<file path="config.mk">
export PLATFORM = sky130hd
export DESIGN_NAME = booth_seq_multiply_flat
export DESIGN_NICKNAME = d
export VERILOG_FILES = /design/src/rtl/booth_seq_multiply_if.sv /design/src/rtl/booth_seq_multiply.sv /design/src/flat_wrapper.sv
export SDC_FILE = /design/constraint.sdc
export NUM_CORES = 1
export LEC_CHECK = 0
export ABC_CLOCK_PERIOD_IN_PS = 6200
export CORE_MARGIN = 3
export CORE_UTILIZATION = 45
export CTS_CLUSTER_SIZE = 30
export DETAILED_ROUTE_END_ITERATION = 8
export PLACE_DENSITY = 0.69
export SYNTH_ARGS = -nofsm -noshare
export SYNTH_HDL_FRONTEND = slang
export SYNTH_SLANG_ARGS = --single-unit
</file>
<file path="constraint.sdc">
create_clock -name clk -period 6.2 [get_ports clk]
set_input_delay 0.62 -clock clk [delete_from_list [all_inputs] [get_ports clk]]
set_output_delay 0.62 -clock clk [all_outputs]
set_load 0.02 [all_outputs]
</file>
<file path="src/rtl/booth_seq_multiply_if.sv">
// Operand/result bundle between the control unit (master) and the
// sequential Booth multiplier (slave).
interface booth_seq_multiply_if #(
  parameter int unsigned BITS = 32
);
  logic            start;
  logic            signed_mode;
  logic [BITS-1:0] multiplicand;
  logic [BITS-1:0] multiplier;
  logic            busy;
  logic            done;
  logic [BITS-1:0] result_hi;
  logic [BITS-1:0] result_lo;

  modport master (
    output start, signed_mode, multiplicand, multiplier,
    input  busy, done, result_hi, result_lo
  );

  modport slave (
    input  start, signed_mode, multiplicand, multiplier,
    output busy, done, result_hi, result_lo
  );
endinterface

</file>
<file path="src/rtl/booth_seq_multiply.sv">
// Multi-cycle radix-4 Booth multiplier: one Booth group retired per clock,
// signed/unsigned operands, start/busy/done handshake, split hi/lo product.
module booth_seq_multiply #(
  parameter int unsigned BITS = 32
) (
  input logic                 clk,
  input logic                 clr,
  booth_seq_multiply_if.slave bus
);

  localparam int unsigned ITER = BITS / 2 + 1;
  localparam int unsigned AW   = 2 * BITS + 4;
  localparam int unsigned CW   = $clog2(ITER + 1);

  if (((BITS % 2) != 0) || (BITS < 4)) begin : g_bad_bits
    $error("booth_seq_multiply: BITS must be even and >= 4");
  end

  typedef enum logic [1:0] {
    IDLE,
    RUN,
    DONE
  } state_t;

  state_t          state_q, state_d;
  logic            busy, done, load, last;

  logic [AW-1:0]   a_q;
  logic [BITS+2:0] m_q;
  logic [AW-1:0]   acc_q;
  logic [CW-1:0]   count_q;
  logic [BITS-1:0] hi_q, lo_q;

  logic            ext_a, ext_b;
  logic [AW-1:0]   a_ext;
  logic [BITS+2:0] m_ext;
  logic [AW-1:0]   pp;
  logic [AW-1:0]   acc_sum;

  always_ff @(posedge clk) begin
    if (clr) state_q <= IDLE;
    else     state_q <= state_d;
  end

  always_comb begin
    state_d = state_q;
    busy    = 1'b0;
    done    = 1'b0;
    load    = 1'b0;
    last    = (count_q == CW'(ITER - 1));
    case (state_q)
      IDLE: begin
        if (bus.start) begin
          load    = 1'b1;
          state_d = RUN;
        end
      end
      RUN: begin
        busy = 1'b1;
        if (last) state_d = DONE;
      end
      DONE: begin
        done = 1'b1;
        if (bus.start) begin
          load    = 1'b1;
          state_d = RUN;
        end else begin
          state_d = IDLE;
        end
      end
      default: state_d = IDLE;
    endcase
  end

  // Multiplier keeps an appended zero as bit -1; its low three bits are always
  // the current group because the register shifts right two places per step.
  always_comb begin
    ext_a = bus.signed_mode & bus.multiplicand[BITS-1];
    ext_b = bus.signed_mode & bus.multiplier[BITS-1];
    a_ext = {{(AW - BITS){ext_a}}, bus.multiplicand};
    m_ext = {{2{ext_b}}, bus.multiplier, 1'b0};
  end

  // Multiplicand is pre-shifted left by 2 each step instead of shifting pp by 2k.
  always_comb begin
    case (m_q[2:0])
      3'b001, 3'b010: pp = a_q;
      3'b011:         pp = a_q << 1;
      3'b100:         pp = -(a_q << 1);
      3'b101, 3'b110: pp = -a_q;
      default:        pp = '0;
    endcase
    acc_sum = acc_q + pp;
  end

  always_ff @(posedge clk) begin
    if (clr) begin
      a_q     <= '0;
      m_q     <= '0;
      acc_q   <= '0;
      count_q <= '0;
      hi_q    <= '0;
      lo_q    <= '0;
    end else if (load) begin
      a_q     <= a_ext;
      m_q     <= m_ext;
      acc_q   <= '0;
      count_q <= '0;
    end else if (state_q == RUN) begin
      a_q     <= a_q << 2;
      m_q     <= {{2{m_q[BITS+2]}}, m_q[BITS+2:2]};
      acc_q   <= acc_sum;
      count_q <= count_q + 1'b1;
      if (last) begin
        hi_q <= acc_sum[2*BITS-1:BITS];
        lo_q <= acc_sum[BITS-1:0];
      end
    end
  end

  assign bus.busy      = busy;
  assign bus.done      = done;
  assign bus.result_hi = hi_q;
  assign bus.result_lo = lo_q;

endmodule
</file>
<file path="src/flat_wrapper.sv">
// flat-port wrapper written by rule: the top's interface ports become plain ports
module booth_seq_multiply_flat 
#(
  parameter int unsigned BITS = 32
)
  (clk, clr, bus_start, bus_signed_mode, bus_multiplicand, bus_multiplier, bus_busy, bus_done, bus_result_hi, bus_result_lo);
  booth_seq_multiply_if #(.BITS(BITS)) bus_i ();
  input logic clk;
  input logic clr;
  input wire logic [$bits(bus_i.start)-1:0] bus_start;
  input wire logic [$bits(bus_i.signed_mode)-1:0] bus_signed_mode;
  input wire logic [$bits(bus_i.multiplicand)-1:0] bus_multiplicand;
  input wire logic [$bits(bus_i.multiplier)-1:0] bus_multiplier;
  output wire logic [$bits(bus_i.busy)-1:0] bus_busy;
  output wire logic [$bits(bus_i.done)-1:0] bus_done;
  output wire logic [$bits(bus_i.result_hi)-1:0] bus_result_hi;
  output wire logic [$bits(bus_i.result_lo)-1:0] bus_result_lo;
  assign bus_i.start = bus_start;
  assign bus_i.signed_mode = bus_signed_mode;
  assign bus_i.multiplicand = bus_multiplicand;
  assign bus_i.multiplier = bus_multiplier;
  assign bus_busy = bus_i.busy;
  assign bus_done = bus_i.done;
  assign bus_result_hi = bus_i.result_hi;
  assign bus_result_lo = bus_i.result_lo;
  booth_seq_multiply #(.BITS(BITS)) u_core (.clk(clk), .clr(clr), .bus(bus_i));
endmodule
</file>
==> results.sh, run 1 <==
export IMPL_core_mm2=0.03471
export IMPL_clk_path_buf_depth=3
export IMPL_ant_nets=0
export IMPL_cts_tree="built"
export IMPL_path_max_fanout=9
export IMPL_hp_class="register to register"
export IMPL_cts_htree_levels=1
export IMPL_place_congestion=0.9741
export IMPL_power_density_mw_per_mm2=228.7
export IMPL_critical_path_arrival_ns=6.38
export IMPL_synth_compound_area_share_pct=25.73
export IMPL_synth_xor_area_share_pct=7.970
export IMPL_grt_max_degree=98
export IMPL_final_cell_mix="nand2_1 (404), a21oi_1 (281), dfxtp_1 (231), nor2_1 (183), clkdlybuf4s50_1 (132)"
export IMPL_cts_root_buf="clkbuf_16"
export IMPL_required_ns=6.69
export IMPL_clk_pin_slew_ns=0.06
export IMPL_min_path_cells=2
export IMPL_reg2reg_depth=21
export IMPL_final_common_cell="nand2_1"
export IMPL_wirelength_mm=52.72
export IMPL_num_vias=16440
export IMPL_placed_cell_area_mm2=0.01751
export IMPL_grt_pass1_vias=15500
export IMPL_leakagePower_nw=6.656
export IMPL_drive_above_1_share_pct=5.957
export IMPL_syn_avg_cell_area_um2=7.082
export IMPL_port_buffers=133
export IMPL_synthSimpleGateAreaFrac_pct=24.92
export IMPL_peakVddDrop_mv=0.2322
export IMPL_fin_skew_ns=0.006711
export IMPL_slew_headroom_pct=24.41
export IMPL_grt_ovfl_total=0
export IMPL_final_nets=2397
export IMPL_period_share_pct=95.05
export IMPL_wl_per_cell_um=19.26
export IMPL_ys_flop_type="dfxtp_1"
export IMPL_synth_cell_type_count=70
export IMPL_die_area_mm2=0.03770
export IMPL_layout_min_cycle_time_ns=5.893
export IMPL_synth_top_family_by_area="compound AO/OA/AOI/OAI gates"
export IMPL_cts_sinks=234
export IMPL_first_pass_iters=6
export IMPL_synthAdderAreaFrac_pct=5.308
export IMPL_setup_violations=0
export IMPL_placedCellCount=2686
export IMPL_status="finished clean"
export IMPL_crit_path_end_kind="register"
export IMPL_synth_fp_nets=2385
export IMPL_synthMuxAreaShare_pct=1.013
export IMPL_syn_area_mm2=0.01593
export IMPL_clk_latency_ns=0.55
export IMPL_vias_per_cell=6.004
export IMPL_grt_pass1_wl_mm=83.77
export IMPL_drtIter0Drc=1255
export IMPL_area_delta_synth_final_pct=15.76
export IMPL_drv_cap=0
export IMPL_hpwl_mm=37.48
export IMPL_timing_fmax_mhz=169.7
export IMPL_drc=0
export IMPL_io_pins=134
export IMPL_synth_edf_count=0
export IMPL_yosysWarnings=0
export IMPL_fin_cells=2738
export IMPL_numCtsBuffers=27
export IMPL_synthCells=2250
export IMPL_fp_dieW_um=194.2
export IMPL_placementRows=68
export IMPL_slew_violations=0
export IMPL_finalInstanceArea_mm2=0.01845
export IMPL_fp_dieH_um=194.2
export IMPL_grt_usage_pct=26.66
export IMPL_critPathKind="register to register"
export IMPL_fillers=3416
export IMPL_finalHoldViolCount=0
export IMPL_start_util_pct=45.90
export IMPL_startpoint_type="register"
export IMPL_antenna_found_initial=0
export IMPL_yosysSeqAreaShare_pct=29.40
export IMPL_worstMarginPinSlew_ns=1.134
export IMPL_ys_seq_elements=234
export IMPL_num_antenna_cells=0
export IMPL_synthArstFlopShare_pct=0
-- metrics by stage --
stage	total power (W)	hold slack, ns	worst slack (ns)	util, %	TNS [ns]
after detailed placement	0.002597	0.4463	0.2458	50.43	0
final	0.004218	0.4539	0.3070	53.14	0
after floorplan	0.002314	0.4362	0.8744	-	0
after global placement	0.002585	0.4413	0.3094	50.43	0
after global routing	0.004407	0.4722	-0.005017	53.14	-0.005017
after CTS	0.004228	0.4546	0.1821	53.00	0
-- report_power, final --
| part | internal (W) | total [W] | switching, W |
|---|---|---|---|
| sequential | 0.00157 | 0.00169 | 0.000120 |
| clock | 0.000966 | 0.00163 | 0.000662 |
| combinational | 0.000332 | 0.000896 | 0.000564 |
| total | 0.00287 | 0.00422 | 0.00135 |
-- Yosys cell counts (7+ instances only) --
| cell type | n | area, um^2 |
|---|---|---|
| or4_1 | 13 | 97.59 |
| o21ai_0 | 131 | 655.6 |
| nand2b_1 | 15 | 93.84 |
| a311oi_1 | 32 | 280.3 |
| a221oi_1 | 23 | 201.4 |
| o221ai_1 | 10 | 87.58 |
| nand4_1 | 34 | 212.7 |
| inv_1 | 28 | 105.1 |
| ha_1 | 66 | 825.8 |
| or2_2 | 8 | 50.05 |
| o21a_1 | 11 | 82.58 |
| nand3_1 | 46 | 230.2 |
| nor4_1 | 15 | 93.84 |
| a211oi_1 | 13 | 97.59 |
| o22ai_1 | 10 | 62.56 |
| buf_1 | 24 | 90.09 |
| or3_1 | 27 | 168.9 |
| a21o_1 | 23 | 172.7 |
| xnor2_1 | 81 | 709.4 |
| and3_1 | 8 | 50.05 |
| nand3b_1 | 16 | 120.1 |
| a31oi_1 | 26 | 162.7 |
| a21oi_1 | 282 | 1411 |
| clkbuf_1 | 179 | 671.9 |
| dfxtp_1 | 234 | 4684 |
| nor3_1 | 69 | 345.3 |
| nor2b_1 | 11 | 68.82 |
| nor2_1 | 185 | 694.4 |
| o21bai_1 | 15 | 112.6 |
| xor2_1 | 64 | 560.5 |
| o31ai_1 | 15 | 112.6 |
| nand2_1 | 404 | 1516 |
| mux2i_1 | 15 | 150.1 |
| a221o_1 | 7 | 70.07 |
| a22oi_1 | 52 | 390.4 |
-- worst max-delay path, stage by stage, from the launching register on --
cell,delay [ns]
dfxtp_1,0.40
or4_1,0.62
nor3_4,0.26
nand2_2,0.10
or3_4,0.36
or3_4,0.36
or3_4,0.37
nor3_2,0.18
xnor2_1,0.11
a221o_1,0.37
ha_1,0.37
a21oi_1,0.28
o21bai_1,0.09
a21oi_1,0.22
o21ai_0,0.15
and2_1,0.23
o31ai_2,0.37
nand2_1,0.20
a221oi_1,0.36
buf_4,0.20
nand4b_1,0.10
nand3_1,0.12
-- per-layer routing --
layer / up-vias / track usage [%] / part of all wire (%)
li1: 7994 / - / -
met1: 7720 / 33.03 / 42
met2: 612 / 45.88 / 48
met3: 114 / 3.423 / 5.5
met4: 0 / 12.79 / 5.3
met5: - / 0 / 0
-- repair_timing --
action	CTS	global route
setup endpoints to repair	0	22
hold buffers	0	0
hold endpoints to repair	0	0
resized for setup	0	9
setup buffers	0	2
-- state kept, by name (all words and copies together) (netlist names) --
register	flops
u_core.bus.result_hi	32
u_core.m_q	35
u_core.state_q	2
u_core.bus.result_lo	32
u_core.acc_q	64
u_core.a_q	64
u_core.count_q	5
-- final cells by class --
type	instances	area, um^2	share of cell area, %
clock buffer	39	750.7	4.070
timing repair buffer	190	1757	9.524
clock inverter	11	141.4	0.7665
tap	455	569.3	3.086
inverter	30	115.1	0.6241
sequential	234	4688	25.42
multi-input combinational	1779	10420	56.51
-- path summary, 6_finish.rpt --
| kind | start | end | slack [ns] |
|---|---|---|---|
| setup / recovery | u_core.a_q[2] | u_core.bus.result_hi[24] | 0.31 |
| hold reg to reg | u_core.bus.result_lo[13] | u_core.bus.result_lo[13] | 0.45 |
| setup reg to reg | u_core.a_q[2] | u_core.bus.result_hi[24] | 0.31 |
| hold / removal | u_core.bus.result_lo[13] | u_core.bus.result_lo[13] | 0.45 |
-- cell families after synthesis --
family                     count (synthesis)
adders and majority gates                 67
AOI/OAI and AO/OA                        675
and+or+nand+nor                          876
buffers and inverters                    237
DFF                                      234
xor gates and xnor gates                 145
muxes                                     16
Power figures use the tool's default switching activity.
==> run 2, diff against run 1 <==
--- a/config.mk
+++ b/config.mk
@@ -6,6 +6,7 @@
 export NUM_CORES = 1
 export LEC_CHECK = 0
 export ABC_CLOCK_PERIOD_IN_PS = 6200
+export CAP_MARGIN = 20
 export CORE_MARGIN = 3
 export CORE_UTILIZATION = 45
 export CTS_CLUSTER_SIZE = 30
==> results of run 2 <==
Same layout as run 1: the final DEF is identical, and so are final timing and power.
==> run 3, diff against run 2 <==
--- a/config.mk
+++ b/config.mk
@@ -5,13 +5,13 @@
 export SDC_FILE = /design/constraint.sdc
 export NUM_CORES = 1
 export LEC_CHECK = 0
-export ABC_CLOCK_PERIOD_IN_PS = 6200
+export ABC_CLOCK_PERIOD_IN_PS = 5100
 export CAP_MARGIN = 20
 export CORE_MARGIN = 3
 export CORE_UTILIZATION = 45
 export CTS_CLUSTER_SIZE = 30
 export DETAILED_ROUTE_END_ITERATION = 8
-export PLACE_DENSITY = 0.69
+export PLACE_DENSITY = 0.71
 export SYNTH_ARGS = -nofsm -noshare
 export SYNTH_HDL_FRONTEND = slang
 export SYNTH_SLANG_ARGS = --single-unit
==> constraint.sdc (replaced) <==
create_clock -name clk -period 5.1 [get_ports clk]
set_input_delay 0.51 -clock clk [delete_from_list [all_inputs] [get_ports clk]]
set_output_delay 0.51 -clock clk [all_outputs]
set_load 0.02 [all_outputs]
==> run 3 against run 2 <==
  * The flow now finishes with violations (setup timing)
  * Core utilization increased by 9.4 points
  * Hold slack worse by 0.0034 ns
  * Fmax grew 10%
  * Via count grew 9.9%
  * Routed wire length rose by 10%
  * Sequential power is 18% higher
  * Total power grew 31%
  * Non-clock buffer count increased by 290
  * Register-to-register slack worse by 0.54 ns
  * Flip-flop and latch count stayed put
  * Critical path type unchanged
  * Largest cell class unchanged
  * Highest routed layer unchanged
==> results.sh, run 3 (synthesis gave the netlist of run 1 again) <==
export IMPL_first_pass_iters=8
export IMPL_start_util_pct=45.90
export IMPL_ctsHoldBuffers=0
export IMPL_fin_total_pwr_w=0.005539
export IMPL_utilization_pct=62.58
export IMPL_critical_path_arrival_ns=5.83
export IMPL_finalInstanceArea_mm2=0.02172
export IMPL_drive_above_1_share_pct=22.08
export IMPL_clk_pin_slew_ns=0.06
export IMPL_cts_tree="built"
export IMPL_hp_class="register to register"
export IMPL_fp_dieH_um=194.2
export IMPL_finalHoldViolCount=0
export IMPL_startpoint_type="register"
export IMPL_status="complete, but fails checks"
export IMPL_final_nets=2687
export IMPL_die_area_mm2=0.03770
export IMPL_slew_headroom_pct=28.80
export IMPL_area_delta_synth_final_pct=36.33
export IMPL_cts_root_buf="clkbuf_16"
export IMPL_required_ns=5.59
export IMPL_wl_per_cell_um=19.22
export IMPL_vias_per_cell=5.971
export IMPL_slew_violations=0
export IMPL_port_buffers=133
export IMPL_grt_ovfl_total=0
export IMPL_cts_sinks=234
export IMPL_reg_top3="u_core.a_q x64, u_core.acc_q x64, u_core.m_q x35"
export IMPL_leakagePower_nw=8.352
export IMPL_grt_pass1_wl_mm=89.42
export IMPL_violations="setup timing"
export IMPL_antenna_found_initial=0
export IMPL_num_antenna_cells=0
export IMPL_place_congestion=1.007
export IMPL_hpwl_mm=41.13
export IMPL_holdWs_ns=0.4506
export IMPL_num_vias=18070
export IMPL_rsz0062_at_grt="true"
export IMPL_drtIter0Drc=1395
export IMPL_grt_usage_pct=28.60
export IMPL_placed_cell_area_mm2=0.01951
export IMPL_grt_pass1_vias=17130
export IMPL_peakVddDrop_mv=0.2813
export IMPL_layout_min_cycle_time_ns=5.336
export IMPL_io_pins=134
export IMPL_placementRows=68
export IMPL_final_cell_mix="nand2_1 (400), buf_4 (331), a21oi_1 (244), dfxtp_1 (229), nor2_1 (173)"
export IMPL_drc=0
export IMPL_cts_htree_levels=1
export IMPL_final_common_cell="nand2_1"
export IMPL_core_mm2=0.03471
export IMPL_fin_skew_ns=0.01176
export IMPL_period_share_pct=104.6
export IMPL_crit_path_end_kind="register"
export IMPL_power_density_mw_per_mm2=255.0
export IMPL_numCtsBuffers=27
export IMPL_fillers=3068
export IMPL_clk_path_buf_depth=3
export IMPL_critPathKind="register to register"
export IMPL_timing_fmax_mhz=187.4
export IMPL_wirelength_mm=58.19
export IMPL_grt_max_degree=93
export IMPL_path_max_fanout=6
export IMPL_ant_nets=0
export IMPL_fin_ws_ns=-0.2358
export IMPL_worstMarginPinSlew_ns=1.068
export IMPL_clk_latency_ns=0.56
export IMPL_setup_violations=44
export IMPL_fp_dieW_um=194.2
export IMPL_drv_cap=0
[run 3: area by class of cell]
class	instances	area [um^2]	area share, %
Clock inverter	14	178.9	0.8237
Inverter	30	115.1	0.5299
Clock buffer	35	755.7	3.479
Multi-Input combinational cell	1779	11380	52.39
Tap cell	455	569.3	2.621
Timing Repair Buffer	480	4031	18.56
Sequential cell	234	4691	21.59
[run 3: power by group]
part           switching [W]  total, W  internal, W
registers          0.0000871   0.00200      0.00191
clock network       0.000823   0.00207      0.00124
logic               0.000851   0.00147     0.000622
total                0.00176   0.00554      0.00378
[run 3: worst paths after layout]
check                               start                       to  slack, ns  cells after the start
setup / recovery            u_core.a_q[9]         u_core.acc_q[61]      -0.24                     22
hold / removal    u_core.bus.result_lo[3]  u_core.bus.result_lo[3]       0.45                      2
setup reg to reg            u_core.a_q[9]         u_core.acc_q[61]      -0.24                     22
hold reg to reg   u_core.bus.result_lo[3]  u_core.bus.result_lo[3]       0.45                      2
[run 3: worst max-delay path, cell delays in order (launching register included)]
cell      delay (ns)
dfxtp_2         0.32
or4_4           0.61
nor3_4          0.22
nand2_2         0.08
or3_4           0.33
or3_4           0.34
or3_4           0.38
nor3_4          0.17
xnor2_2         0.09
a221o_1         0.37
ha_4            0.30
buf_6           0.12
nand4_1         0.23
nor4_4          0.24
nor3_1          0.08
a21oi_1         0.15
o31ai_1         0.09
buf_4           0.17
o21ai_4         0.17
a221oi_2        0.09
buf_4           0.16
or4_1           0.47
nand3_1         0.08
[run 3: through the flow]
| step | TNS, ns | cells | setup WS, ns |
|---|---|---|---|
| 2_1_floorplan | -0.005808 | 2250 | -0.005808 |
| 3_3_place_gp | -5.205 | 2946 | -0.3257 |
| 3_5_place_dp | -7.769 | 2946 | -0.3619 |
| 4_1_cts | -0.5992 | 3009 | -0.1381 |
| 5_1_grt | -14.14 | 3027 | -0.3887 |
| 6_report | -4.566 | 3027 | -0.2358 |
[run 3: routing by layer]
metal / GRT usage, % / up-vias / wire length (um)
li1: - / 8589 / -
met3: 3.858 / 172 / 3629
met4: 13.16 / 0 / 3104
met1: 33.77 / 8577 / 22560
met5: 0 / - / 0
met2: 51.40 / 736 / 28900
[run 3: repair_timing]
action | in CTS | in global routing
gates resized for setup | 70 | 151
pin swaps | 22 | 62
gates cloned | 0 | 0
hold endpoints to repair | 0 | 0
setup endpoints to repair | 57 | 74
setup buffers | 16 | 20
